`config.mk`:
```
export PLATFORM = sky130hd
export DESIGN_NAME = score_hex_display
export DESIGN_NICKNAME = d
export VERILOG_FILES = /design/src/rtl/score_disp_pkg.sv /design/src/rtl/hex_seg_decoder.sv /design/src/rtl/score_hex_display.sv
export SDC_FILE = /design/constraint.sdc
export NUM_CORES = 1
export LEC_CHECK = 0
export CAP_MARGIN = 10
export CORE_MARGIN = 2
export CORE_UTILIZATION = 41
export DETAILED_ROUTE_END_ITERATION = 12
export DONT_BUFFER_PORTS = 1
export PLACE_DENSITY = 0.58
export SLEW_MARGIN = 40
export SYNTH_ARGS = -nofsm -noshare
export SYNTH_HDL_FRONTEND = slang
export SYNTH_HIERARCHICAL = 1
export SYNTH_SLANG_ARGS = --single-unit
```
`constraint.sdc`:
```
create_clock -name Clk -period 5.5 [get_ports Clk]
set_input_delay 1.1 -clock Clk [delete_from_list [all_inputs] [get_ports Clk]]
set_output_delay 1.1 -clock Clk [all_outputs]
set_load 0.05 [all_outputs]
```
`src/rtl/score_disp_pkg.sv`:
```
// Shared types and constants for the score display block: FSM states,
// seven-segment codes and the per-nibble double-dabble correction.
package score_disp_pkg;

  typedef enum logic [1:0] {
    IDLE  = 2'd0,
    SHIFT = 2'd1,
    LATCH = 2'd2
  } state_t;

  localparam int          NUM_DIGITS   = 6;
  localparam int          SHIFT_CYCLES = 20;
  localparam logic [19:0] SCORE_MAX    = 20'd999999;

  localparam logic [7:0] SEG_BLANK = 8'hFF;
  localparam logic [7:0] SEG_0 = 8'hC0;
  localparam logic [7:0] SEG_1 = 8'hF9;
  localparam logic [7:0] SEG_2 = 8'hA4;
  localparam logic [7:0] SEG_3 = 8'hB0;
  localparam logic [7:0] SEG_4 = 8'h99;
  localparam logic [7:0] SEG_5 = 8'h92;
  localparam logic [7:0] SEG_6 = 8'h82;
  localparam logic [7:0] SEG_7 = 8'hF8;
  localparam logic [7:0] SEG_8 = 8'h80;
  localparam logic [7:0] SEG_9 = 8'h90;

  function automatic logic [7:0] seg_code(input logic [3:0] d);
    case (d)
      4'd0:    seg_code = SEG_0;
      4'd1:    seg_code = SEG_1;
      4'd2:    seg_code = SEG_2;
      4'd3:    seg_code = SEG_3;
      4'd4:    seg_code = SEG_4;
      4'd5:    seg_code = SEG_5;
      4'd6:    seg_code = SEG_6;
      4'd7:    seg_code = SEG_7;
      4'd8:    seg_code = SEG_8;
      4'd9:    seg_code = SEG_9;
      default: seg_code = SEG_BLANK;
    endcase
  endfunction

  // Add 3 to every nibble >= 5 so the following left shift carries correctly.
  function automatic logic [23:0] bcd_adjust(input logic [23:0] b);
    logic [23:0] r;
    r = b;
    for (int i = 0; i < NUM_DIGITS; i++) begin
      if (r[i*4 +: 4] >= 4'd5) r[i*4 +: 4] = r[i*4 +: 4] + 4'd3;
    end
    return r;
  endfunction

endpackage

```
`src/rtl/hex_seg_decoder.sv`:
```
// One seven-segment digit: 4-bit value plus blank request to active-low
// segments {dp,g,f,e,d,c,b,a}; dp stays off.
module hex_seg_decoder
  import score_disp_pkg::*;
(
  input  logic [3:0] digit,
  input  logic       blank,
  output logic [7:0] seg
);

  always_comb begin
    seg = blank ? SEG_BLANK : seg_code(digit);
  end

endmodule

```
`src/rtl/score_hex_display.sv`:
```
// Binary score to six seven-segment digits via a serial double-dabble FSM,
// with a one-deep pending slot for updates that arrive mid-conversion.
module score_hex_display
  import score_disp_pkg::*;
#(
  parameter bit BLANK_LZ = 1'b1,
  parameter int SCORE_W  = 20
) (
  input  logic               Clk,
  input  logic               Reset_n,
  input  logic [SCORE_W-1:0] score,
  input  logic               score_valid,
  output logic               busy,
  output logic               done,
  output logic [7:0]         HEX0,
  output logic [7:0]         HEX1,
  output logic [7:0]         HEX2,
  output logic [7:0]         HEX3,
  output logic [7:0]         HEX4,
  output logic [7:0]         HEX5,
  output logic [1:0]         dbg_state
);

  // score_valid is a strobe with no ready: in IDLE it starts a conversion,
  // otherwise it overwrites the pending slot (latest value wins).
  state_t       state_q, state_d;
  logic [19:0]  bin_q;
  logic [23:0]  bcd_q;
  logic [4:0]   cnt_q;
  logic [19:0]  pend_score_q;
  logic         pend_v_q;
  logic [23:0]  digits_q;
  logic         done_q;

  logic         load;
  logic [19:0]  load_raw;
  logic [19:0]  load_val;
  logic [43:0]  shift_pre;

  always_comb begin
    state_d = state_q;
    load    = 1'b0;
    case (state_q)
      IDLE: begin
        if (score_valid || pend_v_q) begin
          load    = 1'b1;
          state_d = SHIFT;
        end
      end
      SHIFT: begin
        if (cnt_q == 5'(SHIFT_CYCLES - 1)) state_d = LATCH;
      end
      LATCH:   state_d = IDLE;
      default: state_d = IDLE;
    endcase
  end

  always_comb begin
    load_raw  = score_valid ? score : pend_score_q;
    load_val  = (load_raw > SCORE_MAX) ? SCORE_MAX : load_raw;
    shift_pre = {bcd_adjust(bcd_q), bin_q};
  end

  always_ff @(posedge Clk) begin
    if (!Reset_n) begin
      state_q      <= IDLE;
      bin_q        <= '0;
      bcd_q        <= '0;
      cnt_q        <= '0;
      pend_score_q <= '0;
      pend_v_q     <= 1'b0;
      digits_q     <= '0;
      done_q       <= 1'b0;
    end else begin
      state_q <= state_d;
      done_q  <= (state_q == LATCH);
      if (load) begin
        bin_q    <= load_val;
        bcd_q    <= '0;
        cnt_q    <= '0;
        pend_v_q <= 1'b0;
      end
      if (state_q == SHIFT) begin
        {bcd_q, bin_q} <= {shift_pre[42:0], 1'b0};
        cnt_q          <= cnt_q + 5'd1;
      end
      if (state_q == LATCH) digits_q <= bcd_q;
      if (state_q != IDLE && score_valid) begin
        pend_v_q     <= 1'b1;
        pend_score_q <= score;
      end
    end
  end

  assign busy      = (state_q != IDLE);
  assign done      = done_q;
  assign dbg_state = state_q;

  // lz[k] is set when digit k and all more-significant digits are zero.
  logic [NUM_DIGITS:0]   lz;
  logic [NUM_DIGITS-1:0] blank;
  always_comb begin
    lz[NUM_DIGITS] = 1'b1;
    for (int k = NUM_DIGITS - 1; k >= 0; k--) begin
      lz[k] = lz[k+1] && (digits_q[k*4 +: 4] == 4'd0);
    end
    blank = '0;
    for (int k = 1; k < NUM_DIGITS; k++) begin
      blank[k] = BLANK_LZ && lz[k];
    end
  end

  logic [7:0] seg [NUM_DIGITS];
  for (genvar g = 0; g < NUM_DIGITS; g++) begin : g_dec
    hex_seg_decoder u_dec (
      .digit (digits_q[g*4 +: 4]),
      .blank (blank[g]),
      .seg   (seg[g])
    );
  end

  assign HEX0 = seg[0];
  assign HEX1 = seg[1];
  assign HEX2 = seg[2];
  assign HEX3 = seg[3];
  assign HEX4 = seg[4];
  assign HEX5 = seg[5];

endmodule

```
==> results of run 1 <==
[sequential cells by signal (all words and copies together) (netlist names)]
name / count
digits_q: 24
cnt_q: 5
dbg_state: 2
pend_v_q: 1
done: 1
bcd_q: 24
bin_q: 20
pend_score_q: 20
[tightest hold or removal path, delay by kind of cell (launching register included)]
family / cells / cell delay, ns
and+or+nand+nor: 1 / 0.04
DFF: 1 / 0.30
AOI/OAI and AO/OA: 1 / 0.06
[cells by family after synthesis]
family	count (synthesis)	synth area share, %
AO/OA/AOI/OAI	209	22.4
XOR/XNOR	15	2.17
adder cells (fa/ha/maj)	43	8.88
buffers and inverters	80	6.57
flip-flops	97	32.1
multiplexers	26	4.52
other	7	0.434
AND/OR/NAND/NOR	269	22.9
[cell usage in the layout, fill, tap and decap left out, types with 7 or more instances in the layout]
cell type,synthesis,routed
ha_1,43,43
mux2_2,11,11
nor3_1,16,16
a21oi_1,42,30
a22o_1,10,10
a22oi_1,7,7
nor2_1,26,26
a21oi_2,5,17
nand3_1,9,9
nand2_1,125,125
mux2i_1,15,15
dfxtp_1,97,97
conb_1,7,12
o21ai_0,45,42
and2_1,11,11
nor2b_1,19,17
o21bai_2,0,8
xor2_1,8,8
xnor2_1,7,7
o21ai_1,16,9
inv_1,31,31
o21ai_2,1,11
nand2b_1,24,23
clkbuf_16,0,9
a21boi_0,51,51
[final cells by class]
class,count,area share [%]
clock inverters,4,0.696
repair buffers,5,0.580
multi-input cells,574,59.8
flip-flops and latches,97,30.0
inverters,31,1.80
clock buffers,11,3.60
well taps,184,3.56
[synthesized netlist by cell type, drive strengths merged (3+ instances only)]
library cell  instances
a21boi               51
a21oi                47
a221o                 3
a222oi                5
a22o                 10
a22oi                 7
and2                 11
and3                  3
buf                  24
clkbuf               25
conb                  7
dfxtp                97
ha                   43
inv                  31
mux2                 11
mux2i                15
nand2               125
nand2b               28
nand3                 9
nand4                 4
nor2                 26
nor2b                21
nor3                 20
nor3b                 8
nor4                  6
o21a                  4
o21ai                62
o21bai                8
o22ai                 4
or2                   3
xnor2                 7
xor2                  8
[path summary, 6_finish.rpt]
check / to / slack, ns / cells past startpoint
setup reg to reg: pend_score_q[12] / 2.98 / 5
hold reg to reg: pend_score_q[9] / 0.46 / 2
setup / recovery: HEX2[6] / 1.67 / 6
hold / removal: pend_score_q[9] / 0.46 / 2
[power by group through the flow]
stage	Sequential, mW	Clock, mW	Combinational [mW]
final	0.742	0.600	0.129
after global routing	0.745	0.652	0.144
after CTS	0.742	0.624	0.130
after detailed placement	0.758	0	0.130
after global placement	0.757	0	0.126
after floorplan	0.753	0	0.124
[metal layers]
metal  vias to the layer above  wire length [um]
met5                         -                 0
met4                         0                58
met3                         6               531
met2                        89              5950
met1                      2187              5830
li1                       2475                 -
[per-stage QoR]
stage                     hold WS (ns)  std cells  worst slack [ns]  cell area [um2]
after global placement           0.446        891              2.07             6070
after detailed placement         0.454        891              2.00             6190
after global routing             0.495        906              1.45             6470
final                            0.460        906              1.67             6470
after floorplan                  0.439        751              1.61             6080
after CTS                        0.463        906              1.63             6470
==> summary.md, run 1 <==
| Metric | Value |
|---|---|
| M3 GR Usage | 4.07% |
| Total gr overflow | 0 |
| Fin crit period | around 3.8 ns |
| Crit end category | primary output |
| Syn. warnings | 6 |
| Clock Sinks | 97 |
| Synth Cell Area | 0.00606 mm2 |
| Part of the power in combinational logic | 8.8% |
| Share of power burned in registers | 50.5% |
| Antenna cells | 0 |
| Area of the multi-input gates | 0.00387 mm2 |
| Critical path buffers and inverters | 1 |
| Vias post-DR | 4757 |
| Synth unique cells | between 50 and 60 |
| Period utilisation layout | between 60% and 70% |
| Clock transition at the registers of the reported paths | 0.06 ns |
| Cts repair resizes | 0 |
| CP max stage cell | a21oi_2 |
| Setup crit start | digits_q[23] |
| Sequential fraction of the synthesis area | 32.1% |
| Synth area leaders | dfxtp_1 (32%), ha_1 (8.9%), nand2_1 (7.7%) |
| Max Freq | 0.261 GHz |
| Ys flop type | dfxtp_1 |
| 1st-iter DRT viols | approximately 220 |
| WL final | 12400 um |
| Switching pwr | 0.356 mW |
| M1 GR Usage | 20.0% |
| Switching share of power | 24.2% |
| Pint | ~1.1 mW |
| Unrepaired setup endpoints after global routing | no |
| DIE WIDTH | 126 um |
| Met2 Use GR | 27.1% |
| Hold Crit Class | flip-flop to flip-flop |
| Vias in the first global route | 4595 |
| Arr. time, crit path | between 2 and 3 ns |
| Crit-path cells | nor4_1 -> buf_4 -> and3_1 -> and2_1 -> nor2_1 -> a21oi_2 |
| Port bufs | 0 |
| Worst VDD drop | 0.188 mV |
| # rows | 44 |
| CTS hold repair buffers | 0 |
| Area Overhead vs Synth | 6.82% |
| Max-slew violation count | 0 |
| Final Hold Viols | 0 |
| Root buf cell | clkbuf_16 |
| CP required | 4.40 ns |
| Layout cells sized above 1 | 12.3% |
| Final HPWL DP | 8700 um |
| Antenna Nets Post-Route | 0 |
| Postcts setup bufs | 0 |
| Setup Total Neg Slack | 0 ns |
| Worst setup path category | flip-flop to primary output |
| Max FO, Critical Path | 13 |
| H-tree levels | 3 |
| Top-area cell type share of the netlist area | 32.1% |
| Clk network pwr share | between 40% and 50% |
| Routability congestion estimate | 0.834 |
| Top delay family on crit path | simple AND/OR/NAND/NOR gates |
| Num CTS Buffers | 9 |
| R2r startpoint | dbg_state[0] |
| Die Y | around 130 um |
| Tot Pwr | 1.47 mW |
| CTS tree | built |
| Clock buffer depth | 2 |
| Cells after Synth | roughly 750 |
| Max cap viols | 0 |
| Via density | between 5 and 6 |
| # setup viols final | 0 |
| Synth async-reset ratio | 0% |
| # fillers | roughly 1500 |
| Wire length per cell | 13.7 um |
| Outcome | finished clean |
| IO Pins | 75 |
| Relative slew slack | 49.0% |
| Reg area | 0.00194 mm2 |
| Gr busiest metal | met2 |
| Initial antenna violation count | 0 |
| Die footprint | about 0.016 mm2 |
| Core Box Area | 0.0145 mm2 |
| EDFF count, synth | 0 |
| DRC | 0 |
| Largest net degree at the start of global routing | 83 |
| Pre-Repair DR Iteration Count | 5 |
| Global-route wire length before repair | ~21000 um |
| Synth area leader | dfxtp_1 |
| Final Util | around 45% |
| Later-pin clock latency in the skew report | 0.33 ns |
| Element type at the critical path start | flip-flop |
| Nets | 784 |
| Max Clock Skew | 0.00502 ns |
| Min-delay src | pend_score_q[9] |
| Static leakage | 2.27 nW |
| Max incr delay on CP | 0.54 ns |
| Yosys reg bits | 97 |
| GRT Util Overall | between 10% and 20% |
| PwrDens | 227 mW/mm2 |
| Starting Density | 41.8% |
| Worst Max-Slew Pin Slew | 0.765 ns |
| Mean Syn Cell Area | 8.12 um2 |
Note: power is estimated with default switching activity, not from simulation.
==> inputs of run 2 (changes only) <==
Settings changed: PLACE_DENSITY 0.58 to 0.6.
Clock period 5.5 ns to 3.5 ns, I/O delays scaled along.
==> run 2 against run 1 <==
Critical path depth increased by 1. Sequential share of layout area decreased by 1.4 points. Sequential cell count unchanged. Combinational power increased by 60%. Clock skew increased by 0.0019 ns. Critical path type unchanged. Largest cell class unchanged. Highest routed layer unchanged.
==> summary.md, run 2 (synthesis gave the netlist of run 1 again) <==
| Metric | Value |
|---|---|
| Worst hold endpoint | pend_score_q[9] (unchanged) |
| Die Y | 126 um (unchanged) |
| Root buf cell | clkbuf_16 (unchanged) |
| Relative slew slack | 50.8% (was 49.0%) |
| Die footprint | 0.0158 mm2 (unchanged) |
| R2R Setup Slk | 1.02 ns (was 2.98 ns) |
| # setup viols final | 0 (unchanged) |
| Antenna cells | 0 (unchanged) |
| Biggest regs | bcd_q: 24 flops, digits_q: 24 flops (unchanged) |
| Arr. time, crit path | 2.50 ns (was 2.73 ns) |
| Setup Total Neg Slack | 0 ns (unchanged) |
| Global-route wire length before repair | 21200 um (about the same) |
| GRT Util Overall | 15.5% (was 15.7%) |
| Worst R2R End | pend_score_q[4] (was pend_score_q[12]) |
| Total gr overflow | 0 (unchanged) |
| DIE WIDTH | 126 um (unchanged) |
| Initial antenna violation count | 0 (unchanged) |
| Max Freq | 0.312 GHz |
| CP required | 2.80 ns (was 4.40 ns) |
| CTS tree | built (unchanged) |
| DRC | 0 (unchanged) |
| Outcome | finished clean (unchanged) |
| Max FO, Critical Path | 13 (unchanged) |
| Final WS setup | 0.300 ns (was 1.67 ns) |
| WL final | 12400 um (unchanged) |
| Final HPWL DP | 8770 um (was 8700 um) |
| R2r startpoint | dbg_state[0] (unchanged) |
| CP most frequent cell | buf_4 |
| Antenna Nets Post-Route | 0 (unchanged) |
| Clock transition at the registers of the reported paths | 0.07 ns (was 0.06 ns) |
| Most common cell after layout, fill and taps aside | nand2_1 (unchanged) |
| PwrDens | 350 mW/mm2 (was 227 mW/mm2) |
| Later-pin clock latency in the skew report | 0.34 ns (was 0.33 ns) |
| Worst VDD drop | 0.251 mV (was 0.188 mV) |
| Placement Setup Slack | 0.513 ns (was 2.00 ns) |
| Element type at the critical path start | flip-flop (unchanged) |
| Area Overhead vs Synth | 12.0% (was 6.82%) |
| CP max stage cell | dfxtp_1 (was a21oi_2) |
| Layout cells sized above 1 | 13.0% (was 12.3%) |
| Clock buffer depth | 2 (unchanged) |
| Vias in the first global route | 4741 (was 4595) |
| Unrepaired setup endpoints after global routing | no (unchanged) |
| Max incr delay on CP | 0.42 ns (was 0.54 ns) |
| Largest net degree at the start of global routing | 83 (unchanged) |
| Worst setup path category | flip-flop to primary output (unchanged) |
| Max-slew violation count | 0 (unchanged) |
| Final Hold Viols | 0 (unchanged) |
| Max cap viols | 0 (unchanged) |
| Postcts setup bufs | 0 (unchanged) |
| Crit end category | primary output (unchanged) |
| H-tree levels | 3 (unchanged) |
| Pre-Repair DR Iteration Count | 5 (unchanged) |
| # rows | 44 (unchanged) |
| Clock Sinks | 97 (unchanged) |
| Via density | 5.21 (was 5.25) |
| Most frequent cells in the layout | nand2_1 (125), dfxtp_1 (97), a21boi_0 (51) (unchanged) |
| Crit-path cells | nor4_1 -> buf_4 -> and3_2 -> and3_1 -> nor2_1 -> a21oi_1 -> buf_4 (was nor4_1 -> buf_4 -> and3_1 -> and2_1 -> nor2_1 -> a21oi_2) |
| Port bufs | 0 (unchanged) |
| Hold depth | 2 (unchanged) |
| Static leakage | 2.47 nW (was 2.27 nW) |
| Routability congestion estimate | 0.911 (was 0.834) |
| Fin crit period | 3.20 ns |
| Nets | 821 (was 784) |
| Reg2Reg Depth | 5 (unchanged) |
| Worst Max-Slew Pin Slew | 0.731 ns (was 0.765 ns) |
| 1st-iter DRT viols | 227 (was 219) |
| Core Box Area | 0.0145 mm2 (unchanged) |
| Hold Crit Class | flip-flop to flip-flop (unchanged) |
| Wire length per cell | 13.1 um (was 13.7 um) |
| Starting Density | 41.8% (unchanged) |
| Num CTS Buffers | 9 (unchanged) |
| Max Clock Skew | 0.00691 ns (was 0.00502 ns) |
| Min-delay src | pend_score_q[9] (unchanged) |
| CTS hold repair buffers | 0 (unchanged) |
| Vias post-DR | 4922 (was 4757) |
| Period utilisation layout | a little over 90% |
| IO Pins | 75 (unchanged) |
## run 2: where the power goes
group / internal (mW) / total [mW] / switching, mW
clock: 0.593 / 1.00 / 0.410
combinational: 0.0708 / 0.206 / 0.135
sequential: 1.14 / 1.17 / 0.0286
## run 2: layout make-up
class	count	area [um2]
Tap cell	184	230
Multi-Input combinational cell	574	3750
Timing Repair Buffer	42	440
Clock buffer	12	256
Clock inverter	4	51.3
Sequential cell	97	1940
Inverter	31	116
Fill cell	1424	7690
## run 2: per-layer routing
metal	part of all wire, %	vias up	wire length [um]	global-route usage (%)
met1	47	2266	5770	19.4
met2	48	97	5900	27.3
met5	0	-	0	0
met4	0.75	0	93	3.40
li1	-	2549	-	-
met3	4.9	10	611	3.42
## run 2: worst max-delay path by stage
stage / start / slack (ns) / cells after the start / to
CTS: digits_q[23] / 0.14 / 7 / HEX1[3]
floorplan: digits_q[20] / 0.008 / 5 / HEX1[0]
finish: digits_q[23] / 0.30 / 7 / HEX1[0]
detailed placement: digits_q[23] / 0.51 / 7 / HEX1[3]
global route: digits_q[23] / 0.12 / 7 / HEX1[3]
global placement: digits_q[23] / 0.71 / 7 / HEX1[0]
## run 2: critical path, delay by kind of cell, from the launching register on
family          cells  cell delay (ns)
flops               1             0.42
simple gates        4             1.11
compound gates      1             0.19
buf+inv             2             0.44
## run 2: repair_timing
action                     CTS  global route
resized for setup            0             1
setup endpoints to repair    0             1
hold endpoints to repair     0             0
## run 2: per-stage QoR
stage / hold WS, ns / util [%] / cell area (um2) / instances / power [mW]
2_1_floorplan: 0.439 / - / 6080 / 751 / 1.38
3_3_place_gp: 0.447 / 44.7 / 6470 / 928 / 1.39
3_5_place_dp: 0.453 / 44.7 / 6480 / 928 / 1.40
4_1_cts: 0.463 / 46.9 / 6790 / 944 / 2.41
5_1_grt: 0.484 / 46.9 / 6790 / 944 / 2.47
6_report: 0.458 / 46.9 / 6790 / 944 / 2.38
